$ cat src/rtl/alu_pkg.sv
// ============================================================================
// Module      : alu_pkg
// Description : Shared ALU opcodes and multiply-sequencer state encoding.
// Revision    : 1.0 - initial release
// ============================================================================
`default_nettype none

package alu_pkg;

   localparam logic [3:0] ALU_AND   = 4'b0000;
   localparam logic [3:0] ALU_OR    = 4'b0001;
   localparam logic [3:0] ALU_ADD   = 4'b0010;
   localparam logic [3:0] ALU_SUB   = 4'b0110;
   localparam logic [3:0] ALU_PASSB = 4'b0111;

   typedef enum logic [1:0] {
      IDLE = 2'd0,
      CALC = 2'd1,
      DONE = 2'd2
   } seq_state_t;

endpackage

`default_nettype wire

$ cat src/rtl/alu_mul_sequencer.sv
// ============================================================================
// Module      : alu_mul_sequencer
// Description : Shift-add 64-bit multiply sequenced through the shared ALU.
// Revision    : 1.0 - initial release
// ============================================================================
`default_nettype none

module alu_mul_sequencer
   import alu_pkg::*;
#(
   parameter int N  = 64,
   parameter int CW = $clog2(N) + 1
) (
   input  logic         CLK,
   input  logic         Reset_L,
   input  logic         in_valid,
   output logic         in_ready,
   input  logic [N-1:0] op_a,
   input  logic [N-1:0] op_b,
   output logic         out_valid,
   input  logic         out_ready,
   output logic [N-1:0] result,
   output logic         result_zero,
   output logic         alu_sel,
   output logic [N-1:0] alu_a,
   output logic [N-1:0] alu_b,
   output logic [3:0]   alu_ctrl,
   input  logic [N-1:0] alu_w
);

   seq_state_t    r_state;
   logic [N-1:0]  r_acc;
   logic [N-1:0]  r_mcand;
   logic [N-1:0]  r_mplier;
   logic [CW-1:0] r_cnt;
   logic          w_last;

   // Stop as soon as no multiplier bits remain above the one consumed now.
   assign w_last   = (r_mplier[N-1:1] == '0) || (r_cnt == CW'(N - 1));

   assign in_ready = (r_state == IDLE);
   assign alu_a    = (r_state == CALC) ? r_acc : '0;
   assign alu_b    = (r_state == CALC && r_mplier[0]) ? r_mcand : '0;

   always_ff @(posedge CLK or negedge Reset_L) begin
      if (!Reset_L) begin
         r_state     <= IDLE;
         r_acc       <= '0;
         r_mcand     <= '0;
         r_mplier    <= '0;
         r_cnt       <= '0;
         result      <= '0;
         result_zero <= 1'b0;
         out_valid   <= 1'b0;
         alu_sel     <= 1'b0;
         alu_ctrl    <= ALU_PASSB;
      end else begin
         case (r_state)
            IDLE: begin
               if (in_valid) begin
                  r_mcand  <= op_a;
                  r_mplier <= op_b;
                  r_acc    <= '0;
                  r_cnt    <= '0;
                  if (op_b == '0) begin
                     r_state     <= DONE;
                     out_valid   <= 1'b1;
                     result      <= '0;
                     result_zero <= 1'b1;
                  end else begin
                     r_state  <= CALC;
                     alu_sel  <= 1'b1;
                     alu_ctrl <= ALU_ADD;
                  end
               end
            end
            CALC: begin
               r_acc    <= alu_w;
               r_mcand  <= r_mcand << 1;
               r_mplier <= r_mplier >> 1;
               r_cnt    <= r_cnt + CW'(1);
               if (w_last) begin
                  r_state     <= DONE;
                  alu_sel     <= 1'b0;
                  alu_ctrl    <= ALU_PASSB;
                  out_valid   <= 1'b1;
                  result      <= alu_w;
                  result_zero <= (alu_w == '0);
               end
            end
            DONE: begin
               if (out_ready) begin
                  r_state   <= IDLE;
                  out_valid <= 1'b0;
               end
            end
            default: r_state <= IDLE;
         endcase
      end
   end

endmodule

`default_nettype wire

$ cat config.mk
export PLATFORM = sky130hd
export DESIGN_NAME = alu_mul_sequencer
export DESIGN_NICKNAME = d
export VERILOG_FILES = /design/src/rtl/alu_pkg.sv /design/src/rtl/alu_mul_sequencer.sv
export SDC_FILE = /design/constraint.sdc
export NUM_CORES = 1
export LEC_CHECK = 0
export CORE_MARGIN = 4
export CORE_UTILIZATION = 45
export DETAILED_ROUTE_END_ITERATION = 10
export PLACE_DENSITY = 0.85
export SETUP_SLACK_MARGIN = 0.4
export SLEW_MARGIN = 20
export SYNTH_ARGS = -nofsm -noshare
export SYNTH_HDL_FRONTEND = slang
export SYNTH_SLANG_ARGS = --single-unit
export TNS_END_PERCENT = 5
$ cat constraint.sdc
create_clock -name CLK -period 3.2 [get_ports CLK]
set_clock_uncertainty 0.2 [all_clocks]
set_input_delay 0.64 -clock CLK [delete_from_list [all_inputs] [get_ports CLK]]
set_output_delay 0.64 -clock CLK [all_outputs]
set_load 0.03 [all_outputs]
Word level (Yosys, flattened, before mapping):

Index checks and enable logic that the tools add are counted.

* add/sub/neg operators: 1
* eq/ne operators: 8
* muxes and demuxes: 34
* reduce and logical (&&, ||, !) cells: 13

Operators with widths (count)
* $mux 64: 8
* $pmux 64 s2: 4
* $logic_not 64->1: 2
* $logic_not 63->1: 1
* $pmux 7 s2: 1
* $mux 4: 3
* $mux 1: 8
* $mux 2: 4
* $ne 2x2->1 const B: 4
* $pmux 4 s2: 1
* $reduce_and 4->1: 2
* $add 7x1->7 const B: 1
* $eq 7x6->1 const B: 1
* $mux 7: 1
* $pmux 2 s3: 1
* $reduce_and 5->1: 1
* $pmux 1 s2: 2
* $pmux 1 s3: 1
* $reduce_and 3->1: 1
* $reduce_bool 3->1: 1
* $eq 2x1->1 const B: 1
* $eq 2x2->1 const B: 1
* $logic_not 2->1: 1
* $ne 2x1->1 const B: 1
* 4 further kinds: 4

* register bits after elaboration: 272
* input bits: 196
* logic and storage cells: 66

Longest topological paths before layout:

Gate-level depths: netlist (run 1).

* depth after elaboration: 4
* mapped depth: 9

Worst setup path after synthesis (run 1):

No wires, ideal clock.

* path kind: reg-to-output
* start point: register r_state[0]
* end point: output port alu_b[63]
* arrival: 1839 ps
* slack: 521 ps
* cell stages (with the launch flop): 7
* path buffers: 3
* path through: dfrtp_1 clkbuf_1 inv_1 nor2_1 clkbuf_1 clkbuf_1 and3_1

* longest elaborated chain between the ends: 3

RTL lines
* from (decl): RTL line alu_mul_sequencer.sv:31 `seq_state_t r_state;`
* from (signal assigned): RTL line alu_mul_sequencer.sv:47 `r_state <= IDLE;`
* from (signal assigned): RTL line alu_mul_sequencer.sv:66 `r_state <= DONE;`
* from (signal assigned): RTL line alu_mul_sequencer.sv:71 `r_state <= CALC;`
* $eq 2x1->1: RTL line alu_mul_sequencer.sv:43 `assign alu_b = (r_state == CALC && r_mplier[0]) ? r_mcand : '0;`
* $logic_and 1x1->1: RTL line alu_mul_sequencer.sv:43
* $mux 64: RTL line alu_mul_sequencer.sv:43
* to (decl): RTL line alu_mul_sequencer.sv:26 `output logic [N-1:0] alu_b,`

No other way between the ends.

Final worst setup path (run 1):

* start point: register r_state[0]
* end point: output port alu_b[2]

Same word-level chain as after synthesis.

==> results of run 1 <==
[layout make-up]
| class | count | area (um^2) | area share [%] |
|---|---|---|---|
| clock buffers | 41 | 830 | 4.54 |
| clock inverters | 10 | 143 | 0.780 |
| inverters | 5 | 23.8 | 0.130 |
| multi-input cells | 877 | 5690 | 31.1 |
| flip-flops and latches | 269 | 6740 | 36.9 |
| well taps | 378 | 473 | 2.59 |
| repair buffers | 439 | 4380 | 24.0 |
[layout by cell type, fill, tap and decap left out, types with 28 or more instances in the layout]
cell and n:
buf_4 91, nor2b_1 125, o21ai_0 135, a22oi_1 125, dlygate4sd2_1 48, and3_1 126
dfrtp_1 266, nor4_1 45, clkbuf_16 28, a21oi_1 127, clkdlybuf4s50_1 262, a22o_1 131
[worst max-delay path, cell delays in order (launching register included)]
cell,delay (ns)
dfrtp_4,0.43
inv_1,0.11
nor2_4,0.25
buf_12,0.22
and3_1,0.30
buf_12,0.16
[metal layers]
metal	vias to the layer above	part of all wire, %
met2	680	48
met4	2	3.0
li1	5497	-
met3	98	9.9
met1	6104	39
met5	-	0.029
[report_power, final]
group / switching, mW / internal, mW
clock: 1.40 / 2.04
sequential: 1.05 / 4.58
combinational: 4.33 / 2.96
total: 6.78 / 9.57
[Yosys cell counts]
library cell	count	area share, %
dfstp_2	1	0.20
and2_1	1	0.048
conb_1	2	0.058
o21bai_1	1	0.058
buf_6	5	0.44
a22o_1	131	8.9
a21oi_1	128	5.0
a22oi_1	125	7.3
a21o_1	2	0.12
a22oi_2	1	0.097
clkbuf_1	110	3.2
o21ai_0	136	5.3
or4_1	1	0.058
nand3b_1	3	0.17
nand3_1	2	0.077
nor2b_1	126	6.1
mux2i_1	2	0.15
inv_1	5	0.15
o31ai_1	1	0.058
buf_4	6	0.35
nor4_1	48	2.3
buf_2	4	0.15
nor2_1	9	0.26
o21a_1	1	0.058
dfrtp_1	268	52
and3_1	128	6.2
nor3_1	5	0.19
o211ai_1	1	0.058
buf_1	7	0.20
ha_1	1	0.097
nand4_1	13	0.63
nand2_1	9	0.26
[state kept, by name, summed over array words and instances (netlist names)]
name / cells
r_acc: 64
result: 64
r_state: 2
r_mplier: 64
r_mcand: 64
result_zero: 1
r_cnt: 7
alu_sel: 1
alu_ctrl: 1
out_valid: 1
[final timing paths]
| kind | to | slack (ns) | cells after the start |
|---|---|---|---|
| setup / recovery | alu_b[2] | 0.34 | 5 |
| hold / removal | r_cnt[5] | 0.28 | 1 |
| setup reg to reg | result[52] | 0.50 | 7 |
| hold reg to reg | r_cnt[5] | 0.28 | 1 |
| max in group asynchronous | alu_ctrl[0] | 1.47 | 3 |
| min in group asynchronous | r_mplier[38] | 0.43 | 2 |
[repair_timing]
| action | in CTS | in global routing |
|---|---|---|
| hold buffers | 1 | 0 |
| pin swaps | 1 | 1 |
| gates cloned | 2 | 0 |
| gates resized for setup | 74 | 14 |
| setup endpoints to repair | 182 | 154 |
| setup buffers | 4 | 1 |
| hold endpoints to repair | 59 | 0 |
[kinds of logic (layout without fill, tap and decap cells)]
logic type                 count (synthesis)  after routing  share of synthesized area [%]
DFF                                      269            269                           52.1
buffers and inverters                    137            495                           4.48
adders and majority gates                  1              1                         0.0968
and+or+nand+nor                          345            345                           16.3
AOI/OAI and AO/OA                        527            527                           26.8
other                                      2              2                         0.0581
muxes                                      2              2                          0.155
[per-stage QoR]
step	TNS, ns	instance area [um^2]	util (%)
2_1_floorplan	0	12900	-
3_3_place_gp	-6.44	17200	61.3
3_5_place_dp	-5.69	17200	61.3
4_1_cts	0	18200	65.0
5_1_grt	0	18300	65.1
6_report	0	18300	65.1
==> impl_metrics.csv, run 1 <==
group,metric,value,unit
outcome,outcome,"completed",
critical_path,critPathMaxFanout,36,
cells_and_area,fin_cells,2019,
critical_path,worstPathArrival,2.02,ns
global_routing,grt_use_met2,44.4,%
logic_synthesis,synth_cells,1283,
placed_design,dp.cells,1960,
clock_tree,cts_made_buffers,28,
global_routing,grt_start_max_net_pins,103,
critical_path,reg2reg_from,"r_mplier[11]",
clock_tree,cts_tree,"yes",
routing,viasPerCell,6.13,
routing,drtAntennaViolNets,0,
clock_tree,clkLatencyLatePin,0.55,ns
placed_design,io_buffer_count,393,
flow_run,maxCapViolCount,0,
floorplanning,die_area,0.0315,mm^2
critical_path,cp.required,2.36,ns
global_routing,gr-max-usage-layer,"met2",
critical_path,crit_start,"r_state[0]",
power,peakVddDrop,0.507,mV
cells_and_area,drive_gt1_share,11.4,%
power,p_leak,8.23,nW
routing,dr.pass1.iters,7,
global_routing,antenna_found_initial,1,
routing,drtIter0Drc,1262,
clock_tree,clkSinkCount,269,
global_routing,grt_first_pass_wirelength,69.5,mm
cells_and_area,fillCellCount,2184,
sta,timing.hold.ws,0.281,ns
placed_design,dp_hpwl,29.9,mm
sta,fin_crit_sh,89.4,%
sta,fmax,349,MHz
floorplanning,die_w,177,um
logic_synthesis,seq_area_frac_synth,52.1,%
routing,drc_errors,0,
logic_synthesis,synth_area_per_cell,10.1,um^2
floorplanning,io-pin-count,396,
sta,min_period,2.86,ns
global_routing,grt_use_met3,7.05,%
sta,setup_viol,0,
cells_and_area,antenna_cells,0,
global_routing,globalRouteOverflowTotal,0,
logic_synthesis,ys_warn_count,0,
global_routing,grtUsageMet1,35.8,%
floorplanning,core,0.0281,mm^2
clock_tree,root_buffer,"clkbuf_16",
routing,wl_per_cell,22.1,um
sta,rsz0062_at_grt,"true",
floorplanning,row_count,61,
placed_design,dp_slack,-0.108,ns
sta,tightest_slew,0.980,ns
logic_synthesis,synth.net_count,1480,
global_routing,first_global_vias,12500,
critical_path,crit_path_end_kind,"output pin",
clock_tree,h-tree-depth,1,
critical_path,crit_type,"flop to output pin",
cells_and_area,final_nets,1817,
floorplanning,start_util,46.0,%
global_routing,grt_usage,27.1,%
routing,routed_wl,44.6,mm
logic_synthesis,ys_seq_elements,269,
cells_and_area,area_delta_synth_final,41.4,%
power,powerDensity,895,mW/mm^2
sta,setup_slack,0.338,ns
sta,maxSlewViolCount,0,
floorplanning,die_y,177,um
logic_synthesis,mappedNetlistArea,0.0129,mm^2
clock_tree,clkTransAtPathRegs,0.06,ns
sta,hold_viol_final,0,
worst_hold_path,hold_class,"flop to flop",
power,p_total,16.4,mW
routing,num_vias,12400,
worst_hold_path,min_from,"r_cnt[5]",
logic_synthesis,ys_types,32,
sta,max_slew_margin,34.7,%
placed_design,gp_congestion,0.825,
clock_tree,clockBufferDepth,3,
critical_path,startpoint_type,"flop",
Power figures use the tool's default switching activity.
==> run 2: changes to the inputs <==
--- a/config.mk
+++ b/config.mk
@@ -5,6 +5,7 @@
 export SDC_FILE = /design/constraint.sdc
 export NUM_CORES = 1
 export LEC_CHECK = 0
+export CAP_MARGIN = 20
 export CORE_MARGIN = 4
 export CORE_UTILIZATION = 45
 export DETAILED_ROUTE_END_ITERATION = 10
==> results of run 2 <==
No change in the layout: final DEF, timing and power equal those of run 1.
==> run 3: changes to the inputs <==
--- a/config.mk
+++ b/config.mk
@@ -8,6 +8,7 @@
 export CAP_MARGIN = 20
 export CORE_MARGIN = 4
 export CORE_UTILIZATION = 45
+export CTS_BUF_LIST = sky130_fd_sc_hd__clkbuf_8 sky130_fd_sc_hd__clkbuf_16
 export DETAILED_ROUTE_END_ITERATION = 10
 export PLACE_DENSITY = 0.85
 export SETUP_SLACK_MARGIN = 0.4
==> impl_metrics.csv, run 3 (synthesis gave the netlist of run 1 again) <==
group,metric,value,unit
outcome,outcome,"completed",
floorplanning,start_util,46.0,%
critical_path,r2r-end,"result[52]",
critical_path,critPathMaxFanout,36,
routing,viasPerCell,6.16,
floorplanning,row_count,61,
placed_design,dp_hpwl,29.9,mm
power,p_leak,8.25,nW
cells_and_area,drive_gt1_share,11.4,%
sta,setup_viol,0,
worst_hold_path,whs_path_depth,1,
placed_design,io_buffer_count,393,
placed_design,gp_congestion,0.825,
sta,hold_viol_final,0,
clock_tree,cts_tree,"yes",
floorplanning,io-pin-count,396,
cells_and_area,seq_area,0.00674,mm^2
routing,wl_per_cell,22.2,um
cells_and_area,final_cell_area,0.0183,mm^2
placed_design,dp_slack,-0.108,ns
power,powerDensity,894,mW/mm^2
cells_and_area,area_delta_synth_final,41.4,%
power,peakVddDrop,0.508,mV
global_routing,grt_usage,27.1,%
routing,drtAntennaViolNets,0,
critical_path,reg2reg_depth,7,
cells_and_area,multi_input_area,0.00569,mm^2
critical_path,startpoint_type,"flop",
routing,routed_wl,44.8,mm
global_routing,first_global_vias,12500,
worst_hold_path,hold_end,"r_cnt[5]",
routing,drtIter0Drc,1238,
worst_hold_path,hold_class,"flop to flop",
global_routing,globalRouteOverflowTotal,0,
sta,tightest_slew,0.972,ns
sta,min_period,2.86,ns
clock_tree,root_buffer,"clkbuf_16",
clock_tree,clkLatencyLatePin,0.55,ns
routing,drc_errors,0,
flow_run,maxCapViolCount,0,
global_routing,grt_start_max_net_pins,103,
critical_path,reg2reg_from,"r_mplier[11]",
cells_and_area,final_nets,1817,
placed_design,postPlaceCellArea,0.0172,mm^2
global_routing,grt_first_pass_wirelength,69.5,mm
power,p_total,16.3,mW
cells_and_area,fillCellCount,2184,
critical_path,crit_path_end_kind,"output pin",
sta,rsz0062_at_grt,"true",
sta,max_slew_margin,35.2,%
critical_path,rrSetupSlack,0.49,ns
clock_tree,clkTransAtPathRegs,0.06,ns
global_routing,antenna_found_initial,1,
critical_path,crit_type,"flop to output pin",
worst_hold_path,min_from,"r_cnt[5]",
cells_and_area,final_cell_mix,"dfrtp_1, clkdlybuf4s50_1, o21ai_0",
sta,setup_slack,0.343,ns
routing,num_vias,12400,
sta,timing.hold.ws,0.281,ns
floorplanning,die_y,177,um
floorplanning,core,0.0281,mm^2
floorplanning,die_w,177,um
routing,dr.pass1.iters,5,
clock_tree,h-tree-depth,1,
sta,fmax,350,MHz
sta,fin_crit_sh,89.3,%
sta,maxSlewViolCount,0,
floorplanning,die_area,0.0315,mm^2
cells_and_area,antenna_cells,0,
critical_path,worstPathArrival,2.02,ns
clock_tree,clockBufferDepth,3,
critical_path,cp.required,2.36,ns
clock_tree,cts_made_buffers,28,
clock_tree,clkSinkCount,269,
cells_and_area,layout_commonest_cell,"dfrtp_1",
run 3: worst max path at each step:
| stage | from | end | slack [ns] |
|---|---|---|---|
| 3_3_place_gp | op_b[34] | result[51] | -0.11 |
| 6_report | r_state[0] | alu_b[2] | 0.34 |
| 2_1_floorplan | r_state[0] | alu_b[63] | 0.52 |
| 3_5_place_dp | op_b[34] | result[37] | -0.11 |
| 5_1_grt | r_state[0] | alu_b[2] | 0.28 |
| 4_1_cts | r_state[1] | alu_a[29] | 0.28 |
run 3: worst max-delay path: stages (launching register included):
cell and delay, ns:
dfrtp_4 0.43, inv_1 0.11, nor2_4 0.25, buf_12 0.21
and3_1 0.30, buf_12 0.15
run 3: routing by layer:
metal | GRT usage [%] | wire length [um]
met5 | 0 | 13
met4 | 7.73 | 1270
met3 | 6.92 | 4580
met2 | 44.4 | 21500
met1 | 35.9 | 17400
run 3: metrics by stage:
stage / std cells / TNS (ns) / util, %
after global routing: 2019 / 0 / 65.1
after floorplan: 1283 / 0 / -
final: 2019 / 0 / 65.1
after global placement: 1960 / -6.44 / 61.3
after detailed placement: 1960 / -5.69 / 61.3
after CTS: 2018 / 0 / 65.0
run 3: cell type report:
| class | count | share of cell area (%) |
|---|---|---|
| clock buffer | 36 | 4.44 |
| clock inverter | 15 | 0.883 |
| inverter | 5 | 0.130 |
| multi-input combinational | 877 | 31.1 |
| sequential | 269 | 36.9 |
| tap | 378 | 2.59 |
| timing repair buffer | 439 | 24.0 |
run 3: where the power goes:
part           switching (mW)  internal, mW  leakage [nW]
logic                    4.33          2.96          4.29
registers                1.05          4.58          3.47
clock network            1.39          2.02         0.498
run 3: repair_timing:
| item | in CTS | in global routing |
|---|---|---|
| endpoints found under the setup margin | 182 | 154 |
| pin swaps | 1 | 1 |
| gates cloned | 2 | 0 |
| buffers inserted | 4 | 1 |
| gates resized for setup | 74 | 14 |
| endpoints found under the hold margin | 59 | 0 |
| hold buffers | 1 | 0 |
